## src/rtl/picorv32_mem_arbiter.sv

```systemverilog
// Two-master round-robin arbiter onto a single PicoRV32 native memory port.
// Each transaction locks the bus, and a watchdog force-completes it if the slave never answers.
module picorv32_mem_arbiter #(
  parameter int unsigned TIMEOUT_CYCLES = 1024,
  parameter logic [31:0] ERR_RDATA      = 32'hDEAD_BEEF
) (
  input  logic        clk,
  input  logic        resetn,

  input  logic        m0_valid,
  input  logic        m0_instr,
  input  logic [31:0] m0_addr,
  input  logic [31:0] m0_wdata,
  input  logic [3:0]  m0_wstrb,
  output logic        m0_ready,
  output logic [31:0] m0_rdata,

  input  logic        m1_valid,
  input  logic [31:0] m1_addr,
  input  logic [31:0] m1_wdata,
  input  logic [3:0]  m1_wstrb,
  output logic        m1_ready,
  output logic [31:0] m1_rdata,

  output logic        mem_valid,
  output logic        mem_instr,
  output logic [31:0] mem_addr,
  output logic [31:0] mem_wdata,
  output logic [3:0]  mem_wstrb,
  input  logic        mem_ready,
  input  logic [31:0] mem_rdata,

  output logic        grant,
  output logic        busy,
  output logic        timeout_err,
  output logic        state_dbg
);

  // Handshake: a master raises valid with a stable payload and holds it until
  // its ready pulses for exactly one cycle; the downstream port obeys the same
  // rule, with mem_valid held high from grant until mem_ready or timeout.

  localparam int          CW      = (TIMEOUT_CYCLES == 0) ? 1 : $clog2(TIMEOUT_CYCLES + 1);
  localparam logic        WD_EN   = (TIMEOUT_CYCLES != 0);
  localparam logic [CW-1:0] TO_LAST = (TIMEOUT_CYCLES == 0) ? '0 : CW'(TIMEOUT_CYCLES - 1);

  typedef enum logic {
    IDLE = 1'b0,
    BUSY = 1'b1
  } state_e;

  state_e        state_q, state_d;
  logic          grant_q, grant_d;
  logic          last_q, last_d;
  logic [CW-1:0] cnt_q, cnt_d;

  logic pick;
  logic done_ok;
  logic to_fire;
  logic complete;
  logic [31:0] ret_data;

  // On a tie, the master that did not win last time takes the bus.
  assign pick     = (m0_valid && m1_valid) ? ~last_q : m1_valid;
  assign done_ok  = (state_q == BUSY) && mem_ready;
  assign to_fire  = (state_q == BUSY) && !mem_ready && WD_EN && (cnt_q == TO_LAST);
  assign complete = done_ok || to_fire;
  assign ret_data = done_ok ? mem_rdata : ERR_RDATA;

  always_ff @(posedge clk or negedge resetn) begin
    if (!resetn) begin
      state_q <= IDLE;
      grant_q <= 1'b0;
      last_q  <= 1'b1;
      cnt_q   <= '0;
    end else begin
      state_q <= state_d;
      grant_q <= grant_d;
      last_q  <= last_d;
      cnt_q   <= cnt_d;
    end
  end

  always_comb begin
    state_d = state_q;
    grant_d = grant_q;
    last_d  = last_q;
    cnt_d   = cnt_q;
    case (state_q)
      IDLE: begin
        if (m0_valid || m1_valid) begin
          state_d = BUSY;
          grant_d = pick;
          last_d  = pick;
          cnt_d   = '0;
        end
      end
      BUSY: begin
        if (complete) begin
          state_d = IDLE;
        end else if (cnt_q != '1) begin
          cnt_d = cnt_q + 1'b1;
        end
      end
      default: state_d = IDLE;
    endcase
  end

  always_comb begin
    mem_valid   = 1'b0;
    mem_instr   = 1'b0;
    mem_addr    = '0;
    mem_wdata   = '0;
    mem_wstrb   = '0;
    m0_ready    = 1'b0;
    m1_ready    = 1'b0;
    m0_rdata    = '0;
    m1_rdata    = '0;
    timeout_err = to_fire;
    if (state_q == BUSY) begin
      mem_valid = 1'b1;
      if (grant_q) begin
        mem_addr  = m1_addr;
        mem_wdata = m1_wdata;
        mem_wstrb = m1_wstrb;
        m1_ready  = complete;
        m1_rdata  = complete ? ret_data : '0;
      end else begin
        mem_instr = m0_instr;
        mem_addr  = m0_addr;
        mem_wdata = m0_wdata;
        mem_wstrb = m0_wstrb;
        m0_ready  = complete;
        m0_rdata  = complete ? ret_data : '0;
      end
    end
  end

  assign grant     = grant_q;
  assign busy      = (state_q == BUSY);
  assign state_dbg = state_q;

endmodule

```

## config.mk

```make
export PLATFORM = sky130hd
export DESIGN_NAME = picorv32_mem_arbiter
export DESIGN_NICKNAME = d
export VERILOG_FILES = /design/src/rtl/picorv32_mem_arbiter.sv
export SDC_FILE = /design/constraint.sdc
export NUM_CORES = 1
export LEC_CHECK = 0
export BUFFER_PORTS_ARGS = -buffer_cell sky130_fd_sc_hd__buf_2
export CAP_MARGIN = 20
export CORE_AREA = 2 2 123 125
export CTS_CLUSTER_DIAMETER = 30
export DETAILED_ROUTE_END_ITERATION = 16
export DIE_AREA = 0 0 125 127
export PLACE_DENSITY_LB_ADDON = 0.15
export SYNTH_ARGS = -nofsm -noshare
export SYNTH_HDL_FRONTEND = slang
export SYNTH_SLANG_ARGS = --single-unit
```

## constraint.sdc

```tcl
create_clock -name clk -period 2.2 [get_ports clk]
set_clock_uncertainty 0.2 [all_clocks]
set_input_delay 0.44 -clock clk [delete_from_list [all_inputs] [get_ports clk]]
set_output_delay 0.44 -clock clk [all_outputs]
set_load 0.005 [all_outputs]
```

* Word level (Yosys, flattened, before mapping)
Index checks and enable logic that the tools add are counted.
** Operators by class
- Add/sub/neg operators :: 1
- Eq/ne operators :: 5
- Multiplexer cells :: 27
- Bitwise gates (word level) :: 2
- Reductions and logical operators :: 9
** Operator list (number)
- $mux W32 :: 10
- $mux W11 :: 3
- $pmux W11 S2 :: 1
- $add A11 B1 Y11 const B :: 1
- $eq A11 B10 Y1 const B :: 1
- $ne A11 B11 Y1 const B :: 1
- $mux W1 :: 10
- $mux W4 :: 2
- $logic_and A1 B1 Y1 :: 4
- $ne A2 B2 Y1 const B :: 2
- $reduce_and A3 Y1 :: 1
- $logic_or A1 B1 Y1 :: 2
- $ne A2 B1 Y1 const B :: 1
- $not A1 Y1 :: 2
- $pmux W1 S2 :: 1
- $reduce_and A2 Y1 :: 1
- $logic_not A1 Y1 :: 1
** Storage, ports and cells
- Register bits :: 14
- Input bits :: 174
- Output and inout port bits :: 140
- Logic and storage cells :: 48

* Depth between registers and ports, before layout
Gate-level depths: netlist of the first run.
- Word-level depth :: 7
- Depth in mapped cells :: 6
- Depth with buffers taken out :: 4

* Worst setup path before layout of the first run
No wires, ideal clock.
- Path type :: register -> output
- Start point :: register cnt_q[3]
- End point :: output port m0_rdata[0]
- Data arrival time :: 1346 ps
- Setup slack :: 214 ps
- Cell stages (with the launch flop) :: 7
- Path buffers :: 3
- Cells stage by stage :: dfrtp_1 buf_4 and4_1 buf_6 a41oi_4 buf_6 nor3_1
** Between the ends
- Word-level cells in the longest chain between the ends :: 6
** RTL lines
- start: declaration :: line 55 : logic [CW-1:0] cnt_q, cnt_d;
- start signal: assignment :: line 80 : cnt_q <= cnt_d;
- $eq A11 B10 Y1 :: line 66 : assign to_fire = (state_q == BUSY) && !mem_ready && WD_EN && (cnt_q == TO_LAST);
- $logic_and A1 B1 Y1 :: line 66
- $logic_or A1 B1 Y1 :: line 67 : assign complete = done_ok || to_fire;
- $mux W32 :: line 134 : m0_rdata = complete ? ret_data : '0;
- $mux W32 :: line 122 : if (grant_q) begin
- $mux W32 :: line 120 : if (state_q == BUSY) begin
- end: declaration :: line 16 : output logic [31:0] m0_rdata,
Every way passes these cells.

* Worst setup path after layout of the first run
- Start point :: register cnt_q[9]
- End point :: output port m0_rdata[21]
Same word-level chain as after synthesis.

==> results of run 1 <==
[cell families (layout without fill, tap and decap cells)]
kind of cell             count (synthesis)  in the layout
AO/OA/AOI/OAI                           35             35
buffers and inverters                   45            365
multiplexers                            68             68
adder cells (fa/ha/maj)                  1              1
AND/OR/NAND/NOR                        197            197
flip-flops                              14             14
[registers in the layout, summed over array words and instances, names as in the netlist]
signal	flops
cnt_q	11
last_q	1
busy	1
grant	1
[synth_stat cells, types with 2 or more instances]
cell type                  count
sky130_fd_sc_hd__a311oi_1      3
sky130_fd_sc_hd__nand4_1       3
sky130_fd_sc_hd__and4_1        2
sky130_fd_sc_hd__a211oi_1      6
sky130_fd_sc_hd__nand3_1       5
sky130_fd_sc_hd__a21oi_1      10
sky130_fd_sc_hd__nor2_1      101
sky130_fd_sc_hd__a31oi_1       4
sky130_fd_sc_hd__buf_4         4
sky130_fd_sc_hd__nand2b_1      3
sky130_fd_sc_hd__and2_1       10
sky130_fd_sc_hd__nor3_1       49
sky130_fd_sc_hd__nand2_1       6
sky130_fd_sc_hd__nor4_1        2
sky130_fd_sc_hd__buf_6         6
sky130_fd_sc_hd__dfrtp_1      13
sky130_fd_sc_hd__mux2i_1      68
sky130_fd_sc_hd__and3_1       10
sky130_fd_sc_hd__clkbuf_1     16
sky130_fd_sc_hd__inv_1         6
sky130_fd_sc_hd__buf_2        12
[what timing repair did]
item                       in CTS  in global routing
hold endpoints to repair       13                  0
gates cloned                    1                  3
hold buffers                    1                  0
setup buffers                   3                  3
gates resized for setup        12                 31
setup endpoints to repair     127                126
[per-stage QoR]
stage,utilization [%],setup TNS [ps]
finish,33.1,-570
global placement,30.0,-742
CTS,31.5,-1570
floorplan,-,0
detailed placement,30.0,-873
global route,33.1,-4760
[power by group through the flow]
stage	registers (mW)	clock network, mW	logic [mW]
detailed placement	0.335	0	1.62
CTS	0.333	0.398	1.72
global route	0.330	0.411	2.08
floorplan	0.312	0	0.870
finish	0.324	0.386	1.92
global placement	0.335	0	1.60
[layout make-up]
type | count | share of cell area, %
Timing Repair Buffer | 354 | 43.4
Clock buffer | 4 | 1.86
Multi-Input combinational cell | 301 | 41.9
Sequential cell | 14 | 7.48
Inverter | 7 | 0.551
Tap cell | 184 | 4.83
[layer usage]
layer | up-vias | routed length (µm) | track usage [%]
met1 | 1792 | 5920 | 20.6
met5 | - | 0 | 0
met2 | 167 | 7180 | 29.3
li1 | 1910 | - | -
met4 | 0 | 148 | 1.70
met3 | 10 | 929 | 2.35
[how the worst min path moves through the flow]
stage / to / depth (start not counted)
floorplan: busy / 0
global placement: cnt_q[4] / 1
detailed placement: cnt_q[4] / 1
global route: last_q / 3
finish: last_q / 3
CTS: last_q / 3
[cell usage in the layout (no fill, tap or decap), types with 2 or more instances in the layout]
cell | synthesis | final
sky130_fd_sc_hd__and3_1 | 10 | 10
sky130_fd_sc_hd__mux2i_1 | 68 | 58
sky130_fd_sc_hd__and2_1 | 10 | 10
sky130_fd_sc_hd__a21oi_1 | 10 | 10
sky130_fd_sc_hd__buf_12 | 0 | 8
sky130_fd_sc_hd__buf_6 | 6 | 3
sky130_fd_sc_hd__nand2_1 | 6 | 5
sky130_fd_sc_hd__dfrtp_1 | 13 | 11
sky130_fd_sc_hd__nand4_1 | 3 | 3
sky130_fd_sc_hd__nor2_1 | 101 | 100
sky130_fd_sc_hd__nand3_1 | 5 | 5
sky130_fd_sc_hd__nand2b_1 | 3 | 3
sky130_fd_sc_hd__a211oi_1 | 6 | 6
sky130_fd_sc_hd__nor3_2 | 1 | 5
sky130_fd_sc_hd__nor3_1 | 49 | 45
sky130_fd_sc_hd__a31oi_1 | 4 | 4
sky130_fd_sc_hd__a311oi_1 | 3 | 3
sky130_fd_sc_hd__and4_4 | 0 | 2
sky130_fd_sc_hd__clkbuf_16 | 0 | 6
sky130_fd_sc_hd__buf_4 | 4 | 24
sky130_fd_sc_hd__buf_2 | 12 | 313
sky130_fd_sc_hd__inv_1 | 6 | 6
sky130_fd_sc_hd__mux2i_4 | 0 | 5
sky130_fd_sc_hd__mux2i_2 | 0 | 5
[worst reg2reg max path, stage by stage, from the launching register on]
cell,delay [ps]
sky130_fd_sc_hd__dfrtp_1,360
sky130_fd_sc_hd__ha_2,230
sky130_fd_sc_hd__buf_4,190
sky130_fd_sc_hd__inv_1,80
sky130_fd_sc_hd__nor4_1,490
sky130_fd_sc_hd__a311oi_1,170
==> flow_results.xml, run 1 <==
<?xml version="1.0" encoding="UTF-8"?>
<metrics>
  <group name="power">
    <metric name="power" unit="mW">2.63</metric>
    <metric name="pwr-share-comb" unit="%">73.0</metric>
    <metric name="power.internal" unit="mW">1.57</metric>
    <metric name="cellLeakagePower" unit="nW">2.73</metric>
    <metric name="p_sw" unit="mW">1.06</metric>
    <metric name="peakVddDrop" unit="mV">0.244</metric>
    <metric name="switching_share" unit="%">40.4</metric>
    <metric name="power_frac_clock" unit="%">14.7</metric>
    <metric name="p_seq_share" unit="%">12.3</metric>
    <metric name="power.density_cell_area" unit="nW/µm²">551</metric>
  </group>
  <group name="sta">
    <metric name="rsz0062_at_grt" unit="">true</metric>
    <metric name="worst_slew_margin_rel" unit="%">66.3</metric>
    <metric name="setup_viol" unit="">47</metric>
    <metric name="finalHoldWorstSlack" unit="ps">275</metric>
    <metric name="timing_max_transition_violations_final" unit="">0</metric>
    <metric name="layout_min_cycle_time" unit="ps">2240</metric>
    <metric name="finalWorstSetupSlack" unit="ps">-36.6</metric>
    <metric name="clock.fmax" unit="GHz">0.447</metric>
    <metric name="finalCritPeriodShare" unit="%">102</metric>
    <metric name="finalHoldViolations" unit="">0</metric>
    <metric name="tightestPinTransition" unit="ps">501</metric>
  </group>
  <group name="synthesis">
    <metric name="yosys_register_bits" unit="">14</metric>
    <metric name="synth-compound-area-share" unit="%">10.7</metric>
    <metric name="syn_nets" unit="">535</metric>
    <metric name="mapped_cells" unit="">360</metric>
    <metric name="mux_cell_area_share_after_synthesis" unit="%">27.6</metric>
    <metric name="synth_top_area_share" unit="%">27.6</metric>
    <metric name="synth_top_area_cell" unit="">sky130_fd_sc_hd__mux2i_1</metric>
    <metric name="synth_adder_area_share" unit="%">0.507</metric>
    <metric name="yosys.area_share.xor_xnor" unit="%">0</metric>
    <metric name="synthSimpleGateAreaFrac" unit="%">37.1</metric>
    <metric name="synth_enable_flop_cells" unit="">0</metric>
    <metric name="syn_avg_cell_area" unit="µm²">6.86</metric>
    <metric name="synth.cell_area" unit="µm²">2470</metric>
    <metric name="yosysSeqAreaShare" unit="%">14.2</metric>
    <metric name="synthTopCellsByArea" unit="">sky130_fd_sc_hd__mux2i_1 (28%), sky130_fd_sc_hd__nor2_1 (15%), sky130_fd_sc_hd__dfrtp_1 (13%)</metric>
    <metric name="synth_top_family_by_area" unit="">simple AND/OR/NAND/NOR gates</metric>
    <metric name="ffs_w_async_s_r_synth" unit="%">100</metric>
    <metric name="synth_warnings" unit="">0</metric>
    <metric name="synthDistinctLibCells" unit="">42</metric>
    <metric name="synth-main-ff-cell" unit="">sky130_fd_sc_hd__dfrtp_1</metric>
  </group>
  <group name="layout">
    <metric name="postLayoutCellArea" unit="µm²">4770</metric>
    <metric name="final.fill_count" unit="">1593</metric>
    <metric name="final_layout_size_suffix_gt1_share" unit="%">56.5</metric>
    <metric name="antenna_cells_inserted" unit="">0</metric>
    <metric name="multiInputGateArea" unit="µm²">2000</metric>
    <metric name="area_growth" unit="%">93.2</metric>
    <metric name="stdcell_count" unit="">864</metric>
    <metric name="design.final.nets" unit="">856</metric>
    <metric name="seqCellArea" unit="µm²">357</metric>
  </group>
  <group name="grt">
    <metric name="grt_max_degree" unit="">72</metric>
    <metric name="global_route_wire_length_before_repair" unit="µm">20600</metric>
    <metric name="grt_pass1_vias" unit="">3684</metric>
    <metric name="gr-usage-all-layers" unit="%">16.0</metric>
    <metric name="grt-ovfl-total" unit="">0</metric>
    <metric name="initial_antenna_violation_count" unit="">0</metric>
  </group>
  <group name="setup_path">
    <metric name="required" unit="ps">1560</metric>
    <metric name="critical-path-slowest-cell" unit="">sky130_fd_sc_hd__dfrtp_1</metric>
    <metric name="timing.critical_path.buf_inv" unit="">2</metric>
    <metric name="crit-reg2reg-launch" unit="">cnt_q[1]</metric>
    <metric name="cpLargestDelayFamily" unit="">simple AND/OR/NAND/NOR gates</metric>
    <metric name="critical_path_cell_count" unit="">5</metric>
    <metric name="cpPeakStageDelay" unit="ps">350</metric>
    <metric name="startpoint" unit="">cnt_q[9]</metric>
    <metric name="critPathMaxFanout" unit="">51</metric>
    <metric name="critical_path.endpoint_type" unit="">primary output</metric>
    <metric name="crit_path_cell_trace" unit="">and4_4 &gt; a41oi_4 &gt; buf_12 &gt; nor3_2 &gt; buf_2</metric>
    <metric name="rr_worst_depth" unit="">5</metric>
    <metric name="critical_path.startpoint_type" unit="">flip-flop</metric>
    <metric name="reg2reg_to" unit="">cnt_q[6]</metric>
    <metric name="critical_path.endpoint" unit="">m0_rdata[21]</metric>
    <metric name="crit_type" unit="">reg2out</metric>
    <metric name="critPathArrivalTime" unit="ps">1600</metric>
    <metric name="reg2reg_setup_slack" unit="ps">330</metric>
  </group>
  <group name="clocking">
    <metric name="cts_num_sinks" unit="">14</metric>
    <metric name="tritoncts" unit="">done</metric>
    <metric name="worstSkewPairLatency" unit="ps">240</metric>
    <metric name="clkSlewWorstSetupHoldPaths" unit="ps">50</metric>
    <metric name="cts.root.buffer_cell" unit="">sky130_fd_sc_hd__clkbuf_16</metric>
    <metric name="htree_levels" unit="">1</metric>
    <metric name="clockBufferDepth" unit="">2</metric>
    <metric name="cts-buffers-inserted" unit="">3</metric>
  </group>
  <group name="outcome">
    <metric name="failed_checks" unit="">setup timing</metric>
    <metric name="run_status" unit="">complete, but fails checks</metric>
  </group>
  <group name="route">
    <metric name="drt_wl_total" unit="µm">14200</metric>
    <metric name="drt_drc_violations_left" unit="">0</metric>
    <metric name="via_count" unit="">3879</metric>
    <metric name="viasPerCell" unit="">4.49</metric>
    <metric name="routedWlPerCell" unit="µm">16.4</metric>
    <metric name="detailedRoute.firstPassIterationCount" unit="">4</metric>
    <metric name="ant_nets" unit="">0</metric>
    <metric name="drt-initial-drc-count" unit="">242</metric>
  </group>
  <group name="floorplanning">
    <metric name="fp.coreArea" unit="µm²">14400</metric>
    <metric name="rows" unit="">44</metric>
    <metric name="die_w" unit="µm">125</metric>
    <metric name="floorplan.die.height" unit="µm">127</metric>
    <metric name="initial_util" unit="%">17.1</metric>
    <metric name="floorplan.io_pins" unit="">314</metric>
    <metric name="die_area" unit="µm²">15900</metric>
  </group>
  <group name="placement">
    <metric name="gpl.final_weighted_congestion" unit="">0.889</metric>
    <metric name="post_dp_cell_area" unit="µm²">4330</metric>
    <metric name="dp.final_hpwl" unit="µm">11400</metric>
    <metric name="placed_cell_count" unit="">850</metric>
    <metric name="place_worst_setup_slack" unit="ps">-172</metric>
    <metric name="port-buffer-count" unit="">313</metric>
  </group>
  <group name="worst_hold_path">
    <metric name="worst_hold_startpoint" unit="">m1_valid</metric>
    <metric name="worst_hold_path_type" unit="">in2reg</metric>
  </group>
  <group name="run">
    <metric name="max-cap-violations" unit="">0</metric>
  </group>
</metrics>
Power figures use the tool's default switching activity.
==> run 2: changes to the inputs <==
==> constraint.sdc (replaced) <==
create_clock -name clk -period 2.5 [get_ports clk]
set_clock_uncertainty 0.2 [all_clocks]
set_input_delay 0.5 -clock clk [delete_from_list [all_inputs] [get_ports clk]]
set_output_delay 0.5 -clock clk [all_outputs]
set_load 0.005 [all_outputs]
==> flow_results.xml, run 2 (synthesis results as in run 1) <==
<?xml version="1.0" encoding="UTF-8"?>
<metrics>
  <group name="grt">
    <metric name="initial_antenna_violation_count" unit="">1</metric>
    <metric name="grt-ovfl-total" unit="">0</metric>
    <metric name="grt_max_degree" unit="">52</metric>
    <metric name="global_route_wire_length_before_repair" unit="µm">19700</metric>
    <metric name="gr-usage-all-layers" unit="%">15.3</metric>
    <metric name="grt_pass1_vias" unit="">3562</metric>
  </group>
  <group name="sta">
    <metric name="layout_min_cycle_time" unit="ps">2420</metric>
    <metric name="timing.setup.tns" unit="ps">0</metric>
    <metric name="finalWorstSetupSlack" unit="ps">77.2</metric>
    <metric name="clock.fmax" unit="GHz">0.413</metric>
    <metric name="finalHoldViolations" unit="">0</metric>
    <metric name="rsz0062_at_grt" unit="">false</metric>
    <metric name="setup_viol" unit="">0</metric>
    <metric name="tightestPinTransition" unit="ps">489</metric>
    <metric name="timing_max_transition_violations_final" unit="">0</metric>
    <metric name="worst_slew_margin_rel" unit="%">67.4</metric>
    <metric name="finalCritPeriodShare" unit="%">96.9</metric>
  </group>
  <group name="layout">
    <metric name="stdcell_count" unit="">844</metric>
    <metric name="final_layout_size_suffix_gt1_share" unit="%">53.3</metric>
    <metric name="final_cell_mix" unit="">sky130_fd_sc_hd__buf_2 (313), sky130_fd_sc_hd__nor2_1 (100), sky130_fd_sc_hd__mux2i_1 (68)</metric>
    <metric name="area_growth" unit="%">77.1</metric>
    <metric name="most_flops_register" unit="">cnt_q</metric>
    <metric name="largest_register_ff_count" unit="">11</metric>
    <metric name="design.final.nets" unit="">835</metric>
    <metric name="mostFrequentLayoutCell" unit="">sky130_fd_sc_hd__buf_2</metric>
    <metric name="postLayoutCellArea" unit="µm²">4370</metric>
  </group>
  <group name="floorplanning">
    <metric name="die_w" unit="µm">125</metric>
    <metric name="rows" unit="">44</metric>
    <metric name="die_area" unit="µm²">15900</metric>
    <metric name="initial_util" unit="%">17.1</metric>
    <metric name="floorplan.die.height" unit="µm">127</metric>
    <metric name="fp.coreArea" unit="µm²">14400</metric>
    <metric name="floorplan.io_pins" unit="">314</metric>
  </group>
  <group name="route">
    <metric name="drt-initial-drc-count" unit="">189</metric>
    <metric name="viasPerCell" unit="">4.46</metric>
    <metric name="via_count" unit="">3765</metric>
    <metric name="drt_drc_violations_left" unit="">0</metric>
    <metric name="drt_wl_total" unit="µm">13600</metric>
    <metric name="ant_nets" unit="">0</metric>
    <metric name="detailedRoute.firstPassIterationCount" unit="">4</metric>
    <metric name="routedWlPerCell" unit="µm">16.1</metric>
  </group>
  <group name="power">
    <metric name="cellLeakagePower" unit="nW">2.58</metric>
    <metric name="switching_share" unit="%">42.5</metric>
    <metric name="power_frac_clock" unit="%">17.0</metric>
    <metric name="p_seq_share" unit="%">14.5</metric>
    <metric name="power.internal" unit="mW">1.16</metric>
    <metric name="power.density_cell_area" unit="nW/µm²">460</metric>
    <metric name="pwr-share-comb" unit="%">68.5</metric>
    <metric name="p_sw" unit="µW">854</metric>
    <metric name="peakVddDrop" unit="mV">0.213</metric>
  </group>
  <group name="setup_path">
    <metric name="critPathArrivalTime" unit="ps">1720</metric>
    <metric name="timing.critical_path.buf_inv" unit="">2</metric>
    <metric name="critPathMaxFanout" unit="">51</metric>
    <metric name="crit_type" unit="">reg2out</metric>
    <metric name="critical-path-slowest-cell" unit="">sky130_fd_sc_hd__dfrtp_1</metric>
    <metric name="critical_path.startpoint_type" unit="">flip-flop</metric>
    <metric name="cpPeakStageDelay" unit="ps">410</metric>
    <metric name="crit_path_cell_trace" unit="">and4_4 &gt; a41oi_4 &gt; buf_12 &gt; nor3_1 &gt; buf_2</metric>
    <metric name="startpoint" unit="">cnt_q[9]</metric>
    <metric name="critical_path.endpoint_type" unit="">primary output</metric>
    <metric name="crit-reg2reg-launch" unit="">cnt_q[1]</metric>
    <metric name="required" unit="ps">1800</metric>
    <metric name="cpLargestDelayFamily" unit="">simple AND/OR/NAND/NOR gates</metric>
  </group>
  <group name="clocking">
    <metric name="clockBufferDepth" unit="">2</metric>
    <metric name="tritoncts" unit="">done</metric>
    <metric name="cts-buffers-inserted" unit="">3</metric>
    <metric name="worstSkewPairLatency" unit="ps">250</metric>
    <metric name="clkSlewWorstSetupHoldPaths" unit="ps">50</metric>
    <metric name="htree_levels" unit="">1</metric>
    <metric name="cts_num_sinks" unit="">14</metric>
    <metric name="cts.root.buffer_cell" unit="">sky130_fd_sc_hd__clkbuf_16</metric>
  </group>
  <group name="placement">
    <metric name="placed_cell_count" unit="">838</metric>
    <metric name="place_worst_setup_slack" unit="ps">64.7</metric>
    <metric name="gpl.final_weighted_congestion" unit="">0.900</metric>
    <metric name="dp.final_hpwl" unit="µm">11200</metric>
    <metric name="post_dp_cell_area" unit="µm²">4240</metric>
    <metric name="port-buffer-count" unit="">313</metric>
  </group>
  <group name="worst_hold_path">
    <metric name="worst_hold_startpoint" unit="">last_q</metric>
    <metric name="worst_hold_path_type" unit="">reg2reg</metric>
  </group>
  <group name="run">
    <metric name="max-cap-violations" unit="">0</metric>
  </group>
  <group name="outcome">
    <metric name="run_status" unit="">finished, final reports clean</metric>
  </group>
</metrics>
## run 2: what timing repair did
item                                   CTS  global route
setup endpoints to repair               16            50
setup buffers                            0             0
gates resized for setup                  3             8
pin swaps                                0             0
hold buffers                             1             0
endpoints found under the hold margin   13             0
gates cloned                             0             0
## run 2: final timing paths
path                                endpoint  cells past startpoint  slack [ps]
min in group asynchronous           cnt_q[4]                      2         490
worst max register to register      cnt_q[6]                      5         620
worst min register to register        last_q                      2         290
worst min-delay path                  last_q                      2         290
worst max-delay path            m0_rdata[25]                      5          80
max in group asynchronous             last_q                      2        1300
## run 2: area by class of cell
type | instances | area [µm²]
diodes | 1 | 2.50
clock buffers | 4 | 88.8
fillers | 1637 | 10100
inverters | 7 | 26.3
multi-input cells | 301 | 1900
flip-flops and latches | 14 | 359
well taps | 184 | 230
repair buffers | 333 | 1770
## run 2: power groups by stage
| stage | sequential, mW | combinational (mW) | clock [mW] |
|---|---|---|---|
| floorplan | 0.275 | 0.766 | 0 |
| global placement | 0.295 | 1.38 | 0 |
| detailed placement | 0.295 | 1.39 | 0 |
| CTS | 0.291 | 1.40 | 0.353 |
| global route | 0.297 | 1.51 | 0.363 |
| finish | 0.291 | 1.38 | 0.342 |
## run 2: tightest hold or removal path, stage by stage (launching register included)
cell	delay (ps)
sky130_fd_sc_hd__dfstp_2	370
sky130_fd_sc_hd__nand2_1	40
sky130_fd_sc_hd__o21ai_0	60
## run 2: metrics by stage
stage               power (mW)  hold WS [ps]  util, %
global route              2.17           319     30.3
global placement          1.68           234     29.4
detailed placement        1.69           236     29.4
floorplan                 1.04          4.41        -
finish                    2.01           285     30.3
CTS                       2.05           294     30.1
## run 2: layer usage
metal  GRT usage, %  up-vias  wire length (µm)
li1               -     1873                 -
met1           19.1     1730              5670
met2           29.0      156              6970
met3           2.22        6               865
met4           1.50        0                60
met5              0        -                 0
==> run 3: changes to the inputs <==
--- a/config.mk
+++ b/config.mk
@@ -5,13 +5,15 @@
 export SDC_FILE = /design/constraint.sdc
 export NUM_CORES = 1
 export LEC_CHECK = 0
+export ABC_AREA = 1
 export BUFFER_PORTS_ARGS = -buffer_cell sky130_fd_sc_hd__buf_2
 export CAP_MARGIN = 20
-export CORE_AREA = 2 2 123 125
+export CORE_AREA = 2 2 121 123
 export CTS_CLUSTER_DIAMETER = 30
 export DETAILED_ROUTE_END_ITERATION = 16
-export DIE_AREA = 0 0 125 127
+export DIE_AREA = 0 0 123 125
 export PLACE_DENSITY_LB_ADDON = 0.15
+export SETUP_SLACK_MARGIN = 0.15
 export SYNTH_ARGS = -nofsm -noshare
 export SYNTH_HDL_FRONTEND = slang
 export SYNTH_SLANG_ARGS = --single-unit
==> constraint.sdc (replaced) <==
create_clock -name clk -period 2.5 [get_ports clk]
set_clock_uncertainty 0.2 [all_clocks]
set_input_delay 0.625 -clock clk [delete_from_list [all_inputs] [get_ports clk]]
set_output_delay 0.625 -clock clk [all_outputs]
set_load 0.005 [all_outputs]
==> flow_results.xml, run 3 <==
<?xml version="1.0" encoding="UTF-8"?>
<metrics>
  <group name="outcome">
    <metric name="run_status" unit="">finished, final reports clean</metric>
  </group>
  <group name="run">
    <metric name="max-cap-violations" unit="">0</metric>
  </group>
  <group name="layout">
    <metric name="multiInputGateArea" unit="µm²">1930</metric>
    <metric name="mostFrequentLayoutCell" unit="">sky130_fd_sc_hd__buf_2</metric>
    <metric name="most_flops_register" unit="">cnt_q</metric>
    <metric name="antenna_cells_inserted" unit="">0</metric>
    <metric name="final.fill_count" unit="">1623</metric>
    <metric name="design.final.nets" unit="">945</metric>
    <metric name="final_layout_size_suffix_gt1_share" unit="%">50.2</metric>
    <metric name="area_growth" unit="%">94.6</metric>
    <metric name="final_cell_mix" unit="">sky130_fd_sc_hd__buf_2 (311), sky130_fd_sc_hd__nor2_1 (203), sky130_fd_sc_hd__o21ai_0 (69)</metric>
    <metric name="stdcell_count" unit="">953</metric>
    <metric name="seqCellArea" unit="µm²">355</metric>
    <metric name="largest_register_ff_count" unit="">11</metric>
  </group>
  <group name="route">
    <metric name="ant_nets" unit="">0</metric>
    <metric name="drt-initial-drc-count" unit="">139</metric>
    <metric name="viasPerCell" unit="">4.20</metric>
    <metric name="via_count" unit="">4007</metric>
    <metric name="detailedRoute.firstPassIterationCount" unit="">6</metric>
    <metric name="drt_wl_total" unit="µm">13000</metric>
    <metric name="drt_drc_violations_left" unit="">0</metric>
    <metric name="routedWlPerCell" unit="µm">13.6</metric>
  </group>
  <group name="synthesis">
    <metric name="synth_top_area_cell" unit="">sky130_fd_sc_hd__nor2_1</metric>
    <metric name="post_synth_most_frequent_cells" unit="">sky130_fd_sc_hd__nor2_1 (225), sky130_fd_sc_hd__o21ai_0 (69), sky130_fd_sc_hd__nand2_1 (49), sky130_fd_sc_hd__clkbuf_1 (21)</metric>
    <metric name="synthDistinctLibCells" unit="">26</metric>
    <metric name="synthTopCellsByArea" unit="">sky130_fd_sc_hd__nor2_1 (36%), sky130_fd_sc_hd__o21ai_0 (15%), sky130_fd_sc_hd__dfrtp_1 (14%)</metric>
    <metric name="synth_enable_flop_cells" unit="">0</metric>
    <metric name="mapped_cells" unit="">464</metric>
    <metric name="yosys_register_bits" unit="">14</metric>
    <metric name="ffs_w_async_s_r_synth" unit="%">100</metric>
    <metric name="yosysSeqAreaShare" unit="%">15.1</metric>
    <metric name="synth_warnings" unit="">0</metric>
    <metric name="syn_nets" unit="">639</metric>
    <metric name="synth.cell_area" unit="µm²">2320</metric>
    <metric name="syn_avg_cell_area" unit="µm²">5.00</metric>
    <metric name="synth_top_area_share" unit="%">36.4</metric>
    <metric name="synth.most_common_cell" unit="">sky130_fd_sc_hd__nor2_1</metric>
    <metric name="synth-main-ff-cell" unit="">sky130_fd_sc_hd__dfrtp_1</metric>
  </group>
  <group name="setup_path">
    <metric name="critical_path.startpoint_type" unit="">flip-flop</metric>
    <metric name="critPathMaxFanout" unit="">7</metric>
    <metric name="critical_path.endpoint_type" unit="">primary output</metric>
    <metric name="startpoint" unit="">cnt_q[1]</metric>
    <metric name="critical_path.endpoint" unit="">m0_rdata[13]</metric>
    <metric name="required" unit="ps">1670</metric>
    <metric name="rr_worst_depth" unit="">9</metric>
    <metric name="reg2reg_setup_slack" unit="ps">630</metric>
    <metric name="reg2reg_to" unit="">cnt_q[7]</metric>
    <metric name="crit_type" unit="">reg2out</metric>
    <metric name="crit-reg2reg-launch" unit="">cnt_q[1]</metric>
    <metric name="critPathArrivalTime" unit="ps">1670</metric>
  </group>
  <group name="clocking">
    <metric name="worstSkewPairLatency" unit="ps">240</metric>
    <metric name="clockBufferDepth" unit="">2</metric>
    <metric name="cts-buffers-inserted" unit="">3</metric>
    <metric name="clkSlewWorstSetupHoldPaths" unit="ps">50</metric>
    <metric name="hold_buffers" unit="">0</metric>
    <metric name="cts.root.buffer_cell" unit="">sky130_fd_sc_hd__clkbuf_16</metric>
    <metric name="htree_levels" unit="">1</metric>
    <metric name="tritoncts" unit="">done</metric>
    <metric name="cts_num_sinks" unit="">14</metric>
  </group>
  <group name="power">
    <metric name="peakVddDrop" unit="mV">0.375</metric>
    <metric name="power.density_cell_area" unit="nW/µm²">917</metric>
    <metric name="cellLeakagePower" unit="nW">2.69</metric>
  </group>
  <group name="placement">
    <metric name="gpl.final_weighted_congestion" unit="">0.785</metric>
    <metric name="dp.final_hpwl" unit="µm">9570</metric>
    <metric name="placed_cell_count" unit="">937</metric>
    <metric name="place_worst_setup_slack" unit="ps">53.9</metric>
    <metric name="port-buffer-count" unit="">313</metric>
  </group>
  <group name="grt">
    <metric name="global_route_wire_length_before_repair" unit="µm">18200</metric>
    <metric name="grt_max_degree" unit="">82</metric>
    <metric name="gr-usage-all-layers" unit="%">14.5</metric>
    <metric name="initial_antenna_violation_count" unit="">1</metric>
    <metric name="grt-ovfl-total" unit="">0</metric>
    <metric name="grt_pass1_vias" unit="">3501</metric>
  </group>
  <group name="sta">
    <metric name="finalHoldViolations" unit="">0</metric>
    <metric name="tightestPinTransition" unit="ps">410</metric>
    <metric name="layout_min_cycle_time" unit="ps">2500</metric>
    <metric name="setup_viol" unit="">0</metric>
    <metric name="rsz0062_at_grt" unit="">true</metric>
    <metric name="worst_slew_margin_rel" unit="%">72.6</metric>
    <metric name="clock.fmax" unit="GHz">0.400</metric>
    <metric name="finalWorstSetupSlack" unit="ps">1.04</metric>
    <metric name="finalCritPeriodShare" unit="%">100</metric>
    <metric name="timing_max_transition_violations_final" unit="">0</metric>
  </group>
  <group name="floorplanning">
    <metric name="die_w" unit="µm">123</metric>
    <metric name="floorplan.die.height" unit="µm">125</metric>
    <metric name="initial_util" unit="%">16.3</metric>
    <metric name="floorplan.io_pins" unit="">314</metric>
    <metric name="rows" unit="">44</metric>
    <metric name="die_area" unit="µm²">15400</metric>
    <metric name="fp.coreArea" unit="µm²">14200</metric>
  </group>
  <group name="worst_hold_path">
    <metric name="worst_hold_path_type" unit="">in2async</metric>
  </group>
</metrics>
-- run 3: cell types whose count changed after synthesis, moves of 6 or more --
cell and delta:
sky130_fd_sc_hd__buf_2 -6, sky130_fd_sc_hd__a211oi_1 -6, sky130_fd_sc_hd__mux2i_1 -68, sky130_fd_sc_hd__nand2_1 +43, sky130_fd_sc_hd__inv_1 +10, sky130_fd_sc_hd__and2_1 -10, sky130_fd_sc_hd__nor2_1 +124, sky130_fd_sc_hd__and3_1 -10
sky130_fd_sc_hd__o21ai_0 +68, sky130_fd_sc_hd__nand3_1 +8, sky130_fd_sc_hd__nor3_1 -33
-- run 3: kinds of logic after synthesis --
group	Yosys count	share of synthesized area [%]
AOI/OAI and AO/OA	75	16.2
xor gates and xnor gates	2	0.755
adders and majority gates	1	0.539
buffers and inverters	56	11.4
DFF	14	15.1
and+or+nand+nor	316	56.0
-- run 3: layout make-up --
cell class                 count  share of cell area, %
multi-input combinational    398                   42.8
timing repair buffer         332                   40.5
sequential                    14                   7.87
tap                          184                   5.10
clock buffer                   4                   1.97
inverter                      21                   1.86
-- run 3: critical path: stages (launching register included) --
cell and delay, ps:
sky130_fd_sc_hd__dfrtp_1 390, sky130_fd_sc_hd__ha_4 170, sky130_fd_sc_hd__nand3_4 90, sky130_fd_sc_hd__nor2_4 120, sky130_fd_sc_hd__nand3_4 100, sky130_fd_sc_hd__nand2_8 170
sky130_fd_sc_hd__nand2_8 130, sky130_fd_sc_hd__nor2_4 140, sky130_fd_sc_hd__buf_6 100
-- run 3: per-layer routing --
metal	share of wire (%)	track usage, %	routed length (µm)	up-vias
met4	0.86	1.87	112	2
li1	-	-	-	2066
met5	0.077	0	10	-
met1	37	16.1	4860	1721
met3	8.0	2.10	1040	10
met2	54	29.1	6970	208
-- run 3: how the worst min path moves through the flow --
stage / from / end / cells past startpoint
floorplan: resetn / busy / 0
global placement: last_q / last_q / 2
detailed placement: last_q / last_q / 2
CTS: resetn / cnt_q[10] / 1
global route: resetn / cnt_q[10] / 1
finish: resetn / cnt_q[10] / 1
-- run 3: power breakdown --
| group | switching [mW] | internal, mW |
|---|---|---|
| sequential | 0.0763 | 0.285 |
| combinational | 2.00 | 1.44 |
| clock | 0.0926 | 0.242 |
-- run 3: metrics by stage --
| stage | setup TNS (ps) | cell area [µm²] | power [mW] | hold WS (ps) | util, % |
|---|---|---|---|---|---|
| floorplan | 0 | 2320 | 2.02 | 129 | - |
| global placement | 0 | 4080 | 3.50 | 251 | 28.7 |
| detailed placement | 0 | 4080 | 3.43 | 260 | 28.7 |
| CTS | -34.0 | 4330 | 3.93 | 85.7 | 30.5 |
| global route | -2260 | 4520 | 4.56 | 90.1 | 31.8 |
| finish | 0 | 4520 | 4.14 | 74.3 | 31.8 |
-- run 3: timing repair --
action | 4_1_cts | 5_1_grt
gates resized for setup | 21 | 27
buffers inserted | 4 | 2
endpoints found under the setup margin | 50 | 57
cloned | 3 | 3
pin swaps | 3 | 6
